<file path="config.mk">
export PLATFORM = sky130hd
export DESIGN_NAME = dom_handshake_sync_rx_flat
export DESIGN_NICKNAME = d
export VERILOG_FILES = /design/src/rtl/dom_handshake_sync_rx_if.sv /design/src/rtl/dom_handshake_sync_rx.sv /design/src/flat_wrapper.sv
export SDC_FILE = /design/constraint.sdc
export NUM_CORES = 1
export LEC_CHECK = 0
export ABC_AREA = 1
export CAP_MARGIN = 20
export CORE_ASPECT_RATIO = 0.7
export CORE_MARGIN = 5
export CORE_UTILIZATION = 38
export CTS_CLUSTER_DIAMETER = 150
export DETAILED_ROUTE_END_ITERATION = 16
export GPL_TIMING_DRIVEN = 0
export HOLD_SLACK_MARGIN = 0.02
export PLACE_DENSITY = 0.84
export SYNTH_ARGS = -nofsm -noshare
export SYNTH_HDL_FRONTEND = slang
export SYNTH_SLANG_ARGS = --single-unit
</file>
<file path="constraint.sdc">
create_clock -name clk_i -period 0.9 [get_ports clk_i]
set_input_delay 0.135 -clock clk_i [delete_from_list [all_inputs] [get_ports clk_i]]
set_output_delay 0.135 -clock clk_i [all_outputs]
set_load 0.01 [all_outputs]
</file>
<file path="src/rtl/dom_handshake_sync_rx_if.sv">
// ---------------------------------------------------------------------------
// dom_handshake_sync_rx_if
// Bundles the receive-side 4-phase req/ack handshake and its data path.
//   req_i      : request level from the source domain (asynchronous)
//   data_i     : source data, held stable while the request is pending
//   ack_o      : acknowledge level returned to the source domain
//   valid_o    : one-cycle pulse marking a fresh capture on data_o
//   data_o     : captured data, held until the next capture
//   xfer_cnt_o : completed-transfer counter (wraps)
// master = source/stimulus side, slave = the receiver block.
// ---------------------------------------------------------------------------
`timescale 1ns/1ps
interface dom_handshake_sync_rx_if #(
  parameter int DATA_W = 8,
  parameter int CNT_W  = 4
);
  logic              req_i;
  logic [DATA_W-1:0] data_i;
  logic              ack_o;
  logic              valid_o;
  logic [DATA_W-1:0] data_o;
  logic [CNT_W-1:0]  xfer_cnt_o;

  modport master (
    output req_i,
    output data_i,
    input  ack_o,
    input  valid_o,
    input  data_o,
    input  xfer_cnt_o
  );

  modport slave (
    input  req_i,
    input  data_i,
    output ack_o,
    output valid_o,
    output data_o,
    output xfer_cnt_o
  );
endinterface

</file>
<file path="src/rtl/dom_handshake_sync_rx.sv">
// ---------------------------------------------------------------------------
// dom_handshake_sync_rx
// Destination-domain receive side of a 4-phase req/ack CDC handshake.
// The request level is passed through a SYNC_STAGES flop chain; the data bus
// is never synchronized bitwise but sampled once, when the FSM leaves IDLE,
// by which time the synchronizer delay guarantees it has settled.
// Ports:
//   clk_i    : destination clock, all state on the rising edge
//   resetn_i : asynchronous active-low reset
//   hs       : handshake bundle (slave modport), see dom_handshake_sync_rx_if
// Parameters:
//   DATA_W      : crossed data width
//   SYNC_STAGES : request synchronizer depth, legal 2..4
//   CNT_W       : completed-transfer counter width (wraps silently)
// ---------------------------------------------------------------------------
`timescale 1ns/1ps
module dom_handshake_sync_rx #(
  parameter int DATA_W      = 8,
  parameter int SYNC_STAGES = 2,
  parameter int CNT_W       = 4
) (
  input  logic                   clk_i,
  input  logic                   resetn_i,
  dom_handshake_sync_rx_if.slave hs
);

  typedef enum logic [1:0] {
    ST_IDLE     = 2'd0,
    ST_ACK_HI   = 2'd1,
    ST_WAIT_LOW = 2'd2
  } state_t;

  logic [SYNC_STAGES-1:0] r_sync;
  logic                   w_req_s;

  state_t                 r_state;
  state_t                 w_state_nxt;

  logic                   r_ack;
  logic                   w_ack_nxt;
  logic                   r_valid;
  logic                   w_valid_nxt;
  logic [DATA_W-1:0]      r_data;
  logic [DATA_W-1:0]      w_data_nxt;
  logic [CNT_W-1:0]       r_cnt;
  logic [CNT_W-1:0]       w_cnt_nxt;

  // Request synchronizer: plain shift chain, nothing between the flops.
  always_ff @(posedge clk_i or negedge resetn_i) begin
    if (!resetn_i) begin
      r_sync <= '0;
    end else begin
      r_sync <= {r_sync[SYNC_STAGES-2:0], hs.req_i};
    end
  end

  assign w_req_s = r_sync[SYNC_STAGES-1];

  // FSM state and registered outputs.
  always_ff @(posedge clk_i or negedge resetn_i) begin
    if (!resetn_i) begin
      r_state <= ST_IDLE;
      r_ack   <= 1'b0;
      r_valid <= 1'b0;
      r_data  <= '0;
      r_cnt   <= '0;
    end else begin
      r_state <= w_state_nxt;
      r_ack   <= w_ack_nxt;
      r_valid <= w_valid_nxt;
      r_data  <= w_data_nxt;
      r_cnt   <= w_cnt_nxt;
    end
  end

  // Next-state and next-output decode.
  always_comb begin
    w_state_nxt = r_state;
    w_ack_nxt   = r_ack;
    w_valid_nxt = 1'b0;
    w_data_nxt  = r_data;
    w_cnt_nxt   = r_cnt;

    case (r_state)
      ST_IDLE: begin
        if (w_req_s) begin
          // The only cycle data_i is looked at.
          w_data_nxt  = hs.data_i;
          w_valid_nxt = 1'b1;
          w_ack_nxt   = 1'b1;
          w_state_nxt = ST_ACK_HI;
        end else begin
          w_valid_nxt = 1'b0;
          w_state_nxt = ST_IDLE;
        end
      end

      ST_ACK_HI: begin
        // Spacer state: keeps valid_o to one cycle even if req_s has
        // already dropped (protocol violation by the source).
        w_valid_nxt = 1'b0;
        w_ack_nxt   = 1'b1;
        w_state_nxt = ST_WAIT_LOW;
      end

      ST_WAIT_LOW: begin
        if (!w_req_s) begin
          w_ack_nxt   = 1'b0;
          w_cnt_nxt   = r_cnt + CNT_W'(1);
          w_state_nxt = ST_IDLE;
        end else begin
          w_ack_nxt   = 1'b1;
          w_state_nxt = ST_WAIT_LOW;
        end
      end

      default: begin
        w_ack_nxt   = 1'b0;
        w_valid_nxt = 1'b0;
        w_state_nxt = ST_IDLE;
      end
    endcase
  end

  assign hs.ack_o      = r_ack;
  assign hs.valid_o    = r_valid;
  assign hs.data_o     = r_data;
  assign hs.xfer_cnt_o = r_cnt;

endmodule

</file>
<file path="src/flat_wrapper.sv">
// flat-port wrapper written by rule: the top's interface ports become plain ports
module dom_handshake_sync_rx_flat 
#(
  parameter int DATA_W      = 8,
  parameter int SYNC_STAGES = 2,
  parameter int CNT_W       = 4
)
  (clk_i, resetn_i, hs_req_i, hs_data_i, hs_ack_o, hs_valid_o, hs_data_o, hs_xfer_cnt_o);
  dom_handshake_sync_rx_if #(.DATA_W(DATA_W), .CNT_W(CNT_W)) hs_i ();
  input  logic clk_i;
  input  logic resetn_i;
  input wire logic [$bits(hs_i.req_i)-1:0] hs_req_i;
  input wire logic [$bits(hs_i.data_i)-1:0] hs_data_i;
  output wire logic [$bits(hs_i.ack_o)-1:0] hs_ack_o;
  output wire logic [$bits(hs_i.valid_o)-1:0] hs_valid_o;
  output wire logic [$bits(hs_i.data_o)-1:0] hs_data_o;
  output wire logic [$bits(hs_i.xfer_cnt_o)-1:0] hs_xfer_cnt_o;
  assign hs_i.req_i = hs_req_i;
  assign hs_i.data_i = hs_data_i;
  assign hs_ack_o = hs_i.ack_o;
  assign hs_valid_o = hs_i.valid_o;
  assign hs_data_o = hs_i.data_o;
  assign hs_xfer_cnt_o = hs_i.xfer_cnt_o;
  dom_handshake_sync_rx #(.DATA_W(DATA_W), .SYNC_STAGES(SYNC_STAGES), .CNT_W(CNT_W)) u_core (.clk_i(clk_i), .resetn_i(resetn_i), .hs(hs_i));
endmodule
</file>
# Word level (Yosys, flattened, before mapping)
# Cells that the tools add are included.
[totals] ff_bits=18 input_bits=11 output_inout_bits=14 word_cells=21
[op_classes] add_sub_neg=1 n_eq_ne=3 muxes=7 bitwise=1 reduce_logical=3
[ops] op="case mux 2 bit (3 select lines)" count=1
[ops] op="adder 4 x 1 -> 4 bit, second input constant" count=1
[ops] op="2-to-1 mux 1 bit" count=4
[ops] op="AND reduction 2 bit" count=2
[ops] op="case mux 1 bit (3 select lines)" count=1
[ops] op="equality test 2 x 1 -> 1 bit, second input constant" count=1
[ops] op="equality test 2 bit, second input constant" count=1
[ops] op="zero test 2 bit" count=1
[ops] op="2-to-1 mux 2 bit" count=1
[ops] op="!= test 2 x 1 -> 1 bit, second input constant" count=1
[ops] op="inverter 1 bit" count=1

# Longest topological paths before layout
# Gate-level depths: netlist of run 1.
[depth] depth_word=2 ltp_mapped=5 mapped_depth_nobuf=5

# Worst setup path after synthesis of run 1
# OpenSTA, ideal clock, no wires.
[synth_path] kind="register to register" from="reg u_core.r_cnt[0], in the netlist u_core.hs.xfer_cnt_o[0]" to="reg u_core.r_cnt[2], in the netlist u_core.hs.xfer_cnt_o[2]" setup_time_ps=122 t_arrival_ps=845 t_required_ps=778 setup_slack_ps=-67 stages_incl_launch_ff=4 path_buffers=0 period_less_slack_ps=967 cell_sequence="dfrtp_1 -> ha_1 -> xnor2_1 -> o21ai_1"
[synth_via] elab_chain_cells=1
[synth_lines] element="from (decl)" line_no="dom_handshake_sync_rx.sv:45" rtl="logic [CNT_W-1:0] r_cnt;"
[synth_lines] element="from (signal assigned)" line_no="dom_handshake_sync_rx.sv:72" rtl="r_cnt <= w_cnt_nxt;"
[synth_lines] element="adder 4 x 1 -> 4 bit" line_no="dom_handshake_sync_rx.sv:109" rtl="w_cnt_nxt = r_cnt + CNT_W'(1);"
# Every way passes these cells.
# A chain may end at the register's enable or synchronous reset.

# Worst setup path in the final report of run 1
# Ends and elaborated chain as after synthesis.

==> out/metrics.cfg, run 1 <==
[power]
ir_drop_uv=2100
powerDensity_nw_per_um2=3420
leakage_nw=0.630

[routing]
ant_nets=0
firstDrtPassIters=4
drt-initial-drc-count=13
drt_wl_total_mm=1.86
wl_per_cell_um=13.4
drc_errors=0
vias=635
via_per_inst=4.57

[critical_path]
path_cells=buf_6 -> ha_4 -> xnor2_2 -> o21ai_1
critical_path_arrival_ns=1.22
cp-end-kind=flip-flop
required_ns=1.09
max_stage_delay_ns=0.42
setup.worst_path.class=flip-flop to flip-flop
critPathLaunchType=flip-flop
critPathSlowestCell=dfrtp_2
crit_fanout=4

[die]
io_pins=25
die_h_um=46.0
coreArea_um2=1810
die_area_um2=2830
dieWidth_um=61.5
row_count=13
start_util_pct=39.0

[sta]
rsz0062_at_grt=true
setup_viol=26
period_needed_ns=1.03
hold_viol_final=18
slew_violations=0
slew_headroom_pct=48.2
setup_tns_ns=-1.78
clock_skew_ns=0.00116
holdWs_ns=-0.103
worstMarginPinSlew_ns=0.776
max_freq_mhz=974
timing.final.ws_setup_ns=-0.126
period_share_pct=114

[clock_tree]
cts_tree=done
clock-sinks=18
root_buffer=clkbuf_4
clk_pin_slew_worst_paths_ns=0.10
cts_buffers=3
clk_latency_ns=0.29
hold_buffers=0
cts_max_path_buffers=2
htree_levels=1

[synth]
synth_top_area_cell=dfrtp_1
syn_nets=81
synthCells=69
ys_seq_area_share_pct=63.9
ys_ff_latch=18
yosysWarnings=0
syn_avg_cell_area_um2=10.2
netlist.area_leader.share_pct=63.9
ys_types=15
synth_area_leaders=dfrtp_1 (64%), nand2_1 (18%), nand3b_4 (2.8%), xnor2_1 (2.5%), inv_1 (2.1%)
syn_area_um2=704

[status]
failed_checks=negative hold slack, negative setup slack
status=complete, but fails checks

[place]
gp_congestion=0.709
dp.cells=115
dp_hpwl_mm=1.08
io_buffers=24

[finish]
final_core_util_pct=64.0
syn_to_final_growth_pct=63.9
fin_cells=139
drive_gt1_share_pct=47.9
fin_nets=130
antenna_cells=0

[global_routing]
grt.overflow.total=0
grt_usage_pct=14.7
globalRouteMet3Util_pct=4.82
grt_pass1_vias=658
grtUsageMet1_pct=18.9
grt_max_degree=19
grt_pass1_wl_mm=2.96
top_usage_layer=met2
antenna_found_initial=0
met2_usage_pct=24.5

[run]
cap_viol_max_count=0

[hold_path]
hold_class=input port to asynchronous set/reset pin

==> final timing paths <==
check / start / endpoint / slack [ns] / depth (start not counted)
max in group asynchronous: resetn_i / u_core.r_sync[1] / 0.47 / 1
worst max-delay path: u_core.hs.xfer_cnt_o[0] / u_core.hs.xfer_cnt_o[2] / -0.13 / 4
worst max register to register: u_core.hs.xfer_cnt_o[0] / u_core.hs.xfer_cnt_o[2] / -0.13 / 4
worst min-delay path: resetn_i / u_core.hs.xfer_cnt_o[2] / -0.10 / 1
worst min register to register: u_core.r_sync[0] / u_core.r_sync[1] / 0.38 / 0
min in group clk_i: hs_req_i / u_core.r_sync[0] / 0.28 / 1
==> layer usage <==
layer  wire length [um]  up-vias
li1                   -      309
met2               1000       22
met1                726      304
met5                  0        -
met3                130        0
met4                  0        0
==> placed cells by master (no fill, tap or decap), drive strengths merged, types with 2 or more instances in the layout <==
| master | Yosys | routed |
|---|---|---|
| buf | 0 | 32 |
| o21ai | 2 | 2 |
| nand2 | 35 | 36 |
| clkbuf | 0 | 4 |
| dfrtp | 18 | 18 |
| nor2 | 2 | 2 |
| inv | 5 | 6 |
| xnor2 | 2 | 2 |
| clkdlybuf4s50 | 0 | 9 |
==> critical path, delay by kind of cell, from the launching register on <==
kind,cells,cell delay [ns]
compound gates,1,0.07
flops,1,0.42
xor+xnor,1,0.14
buf+inv,1,0.13
fa+ha+maj,1,0.16
==> sequential cells by signal, indices dropped and copies added (netlist names) <==
register,count
u_core.hs.ack_o,1
u_core.hs.data_o,8
u_core.hs.valid_o,1
u_core.hs.xfer_cnt_o,4
u_core.r_state,2
u_core.r_sync,2
==> cells by family after synthesis <==
| family | after synthesis | synth area share (%) |
|---|---|---|
| compound gates | 3 | 2.13 |
| xor+xnor | 2 | 2.49 |
| fa+ha+maj | 1 | 1.78 |
| buf+inv | 5 | 3.37 |
| flops | 18 | 63.9 |
| simple gates | 40 | 26.3 |
==> area by class of cell <==
type	count	area [um^2]
Timing Repair inverter	1	6.26
Fill cell	161	651
Timing Repair Buffer	42	328
Tap cell	22	27.5
Sequential cell	18	454
Inverter	5	23.8
Clock buffer	4	36.3
Multi-Input combinational cell	47	279
==> Yosys cell counts <==
library cell  instances
nand3_1               1
nand4_1               1
dfrtp_1              18
o21ai_1               1
ha_1                  1
a21oi_1               1
nand3b_4              1
nand2_1              34
nor2_4                1
xnor2_1               2
nor2_1                1
o21ai_0               1
nand2_4               1
inv_6                 1
inv_1                 4
==> repair_timing <==
action | 4_1_cts | 5_1_grt
endpoints found under the hold margin | 0 | 18
resized for setup | 63 | 10
setup buffers | 13 | 5
gates cloned | 2 | 0
pin swaps | 2 | 2
setup endpoints to repair | 27 | 46
==> stage by stage <==
| stage | total power (W) | cell area, um^2 | setup slack (ns) |
|---|---|---|---|
| floorplan | 0.00211 | 718 | -0.0269 |
| global placement | 0.00283 | 986 | -0.265 |
| finish | 0.00396 | 1150 | -0.126 |
| detailed placement | 0.00290 | 986 | -0.316 |
| CTS | 0.00365 | 1090 | -0.101 |
| global route | 0.00421 | 1150 | -0.152 |
==> where the power goes <==
part	leakage [nW]	total (W)	switching (W)	internal (W)
sequential	0.218	0.00136	0.000216	0.00115
clock	0.0210	0.000491	0.000244	0.000247
combinational	0.390	0.00210	0.000997	0.00111
Note: power is estimated with default switching activity, not from simulation.
==> run 2, diff against run 1 <==
--- a/config.mk
+++ b/config.mk
@@ -15,6 +15,7 @@
 export GPL_TIMING_DRIVEN = 0
 export HOLD_SLACK_MARGIN = 0.02
 export PLACE_DENSITY = 0.84
+export SKIP_CTS_REPAIR_TIMING = 1
 export SYNTH_ARGS = -nofsm -noshare
 export SYNTH_HDL_FRONTEND = slang
 export SYNTH_SLANG_ARGS = --single-unit
==> constraint.sdc (replaced) <==
create_clock -name clk_i -period 0.9 [get_ports clk_i]
set_input_delay 0.135 -clock clk_i [delete_from_list [all_inputs] [get_ports clk_i]]
set_output_delay 0.135 -clock clk_i [all_outputs]
set_load 0.05 [all_outputs]
==> run 2 against run 1 <==
  * The flow still finishes with violations (negative hold slack, negative setup slack)
  * Combinational power rose by 37%
  * Non-clock buffer count down 10
  * Sequential cell count unchanged
  * Clock skew rose by 0.0050 ns
==> out/metrics.cfg, run 2 (synthesized netlist as in run 1, its figures left out) <==
[status]
status=complete, but fails checks
failed_checks=negative hold slack, negative setup slack

[clock_tree]
clk_pin_slew_worst_paths_ns=0.10  ; about the same
htree_levels=1  ; unchanged
cts_max_path_buffers=2  ; unchanged
root_buffer=clkbuf_4
clk_latency_ns=0.30  ; about the same
cts_buffers=3  ; unchanged
clock-sinks=18  ; unchanged
cts_tree=done

[finish]
layout_common_cells=nand2_1 (26), buf_6 (16), dfrtp_1 (11)
antenna_cells=0  ; unchanged
drive_gt1_share_pct=47.7  ; -0.20 points
largest_reg_flops=8  ; unchanged
syn_to_final_growth_pct=65.0
final_common_cell=nand2_1
fin_nets=120  ; -7.7%
fillCellCount=147  ; -8.7%

[critical_path]
critical_path_arrival_ns=1.29  ; +0.07 ns
critPathLaunchType=flip-flop
cp-end-kind=flip-flop
reg2reg_from=u_core.hs.xfer_cnt_o[1]
setup.worst_path.class=flip-flop to flip-flop
required_ns=1.13  ; +0.04 ns
reg2regPathDepth=4  ; unchanged
r2r-end=u_core.hs.xfer_cnt_o[2]
crit_fanout=4  ; unchanged
worst-r2r-setup-slack_ns=-0.15  ; -0.03 ns

[sta]
max_freq_mhz=949  ; -2.6%
holdWs_ns=-0.117  ; -0.0140 ns
hold_viol_final=18  ; unchanged
setup_tns_ns=-2.68  ; -0.900 ns
clock_skew_ns=0.00613  ; +0.00497 ns
slew_violations=0  ; unchanged
slew_headroom_pct=49.3  ; +1.1 points
rsz0062_at_grt=true
timing.final.ws_setup_ns=-0.154  ; -0.0278 ns
setup_viol=27  ; +3.8%
period_needed_ns=1.05  ; +0.0278 ns
period_share_pct=117  ; +3.1 points
worstMarginPinSlew_ns=0.759  ; -0.0169 ns

[routing]
drt_wl_total_mm=1.75  ; -6.2%
drc_errors=0  ; unchanged
via_per_inst=4.56  ; -0.22%
firstDrtPassIters=4  ; unchanged
ant_nets=0  ; unchanged
wl_per_cell_um=13.5  ; +1.1%
drt-initial-drc-count=6  ; -7
vias=588  ; -7.4%

[power]
p_comb_share_pct=59.4  ; +6.2 points
ir_drop_uv=2450  ; +17%
clock_power_share_pct=10.2  ; -2.2 points
p_switching_w=0.00230  ; +58%
intPower_w=0.00255  ; +2.0%
powerDensity_nw_per_um2=4170  ; +22%
leakage_nw=0.596  ; -5.4%
p_sw_share_pct=47.4  ; +11 points
sequentialPowerShare_pct=30.4  ; -4.0 points

[global_routing]
grt.overflow.total=0  ; unchanged
grt_pass1_vias=545  ; -17%
grt_usage_pct=12.6  ; -2.1 points
grt_pass1_wl_mm=2.36  ; -20%
antenna_found_initial=0  ; unchanged
grt_max_degree=19  ; unchanged

[die]
die_h_um=46.0  ; unchanged
row_count=13  ; unchanged
die_area_um2=2830  ; unchanged
dieWidth_um=61.5  ; unchanged
io_pins=25  ; unchanged
start_util_pct=39.0  ; unchanged
coreArea_um2=1810  ; unchanged

[place]
gp_congestion=0.603  ; -15%
post-place-ws_ns=-0.462  ; -0.146 ns
io_buffers=24  ; unchanged
dp_hpwl_mm=1.11  ; +2.3%

[run]
cap_viol_max_count=0  ; unchanged

[hold_path]
hold_class=input port to asynchronous set/reset pin

-- run 2: changes by cell type in the layout (fill, tap and decap cells not counted), sizes merged --
cell  delta
buf     -10
-- run 2: worst max-delay path by stage --
stage / end / start
finish: u_core.hs.xfer_cnt_o[2] / u_core.hs.xfer_cnt_o[1]
global route: u_core.hs.data_o[7] / u_core.r_state[1]
CTS: hs_xfer_cnt_o[0] / u_core.hs.xfer_cnt_o[0]
detailed placement: hs_xfer_cnt_o[0] / u_core.hs.xfer_cnt_o[0]
global placement: hs_xfer_cnt_o[0] / u_core.hs.xfer_cnt_o[0]
floorplan: u_core.hs.xfer_cnt_o[2] / u_core.hs.xfer_cnt_o[1]
-- run 2: critical path: stages (launching register included) --
cell and delay (ns):
dfrtp_2 0.45, buf_4 0.15, ha_4 0.16, xnor2_2 0.12, o21ai_1 0.11
-- run 2: per-layer routing --
| layer | up-vias | routed length [um] | global-route usage, % |
|---|---|---|---|
| met5 | - | 0 | 0 |
| met4 | 0 | 42 | 7.63 |
| met3 | 5 | 101 | 5.95 |
| met2 | 18 | 910 | 19.2 |
| met1 | 277 | 692 | 14.3 |
| li1 | 288 | - | - |
-- run 2: layout make-up --
cell class | instances | area (um^2) | share of cell area (%)
well taps | 22 | 27.5 | 2.37
inverters | 5 | 23.8 | 2.05
clock buffers | 4 | 36.3 | 3.12
multi-input cells | 47 | 282 | 24.2
repair buffers | 32 | 328 | 28.2
flip-flops and latches | 18 | 459 | 39.5
repair inverters | 1 | 6.26 | 0.538
-- run 2: per-stage QoR --
stage	std cells	power (W)	utilization [%]	hold WS (ns)	area (um^2)
floorplan	69	0.00299	-	-0.161	722
CTS	119	0.00431	56.8	0.273	1030
detailed placement	115	0.00381	54.8	0.353	990
finish	129	0.00485	64.4	-0.117	1160
global route	129	0.00511	64.4	-0.0571	1160
global placement	115	0.00372	54.8	0.335	990
-- run 2: power groups by stage --
stage	clock network, W	logic [W]	registers [W]
5_1_grt	0.000559	0.00304	0.00151
6_report	0.000493	0.00288	0.00147
3_5_place_dp	0	0.00233	0.00147
4_1_cts	0.000510	0.00234	0.00146
3_3_place_gp	0	0.00227	0.00146
2_1_floorplan	0	0.000544	0.00244
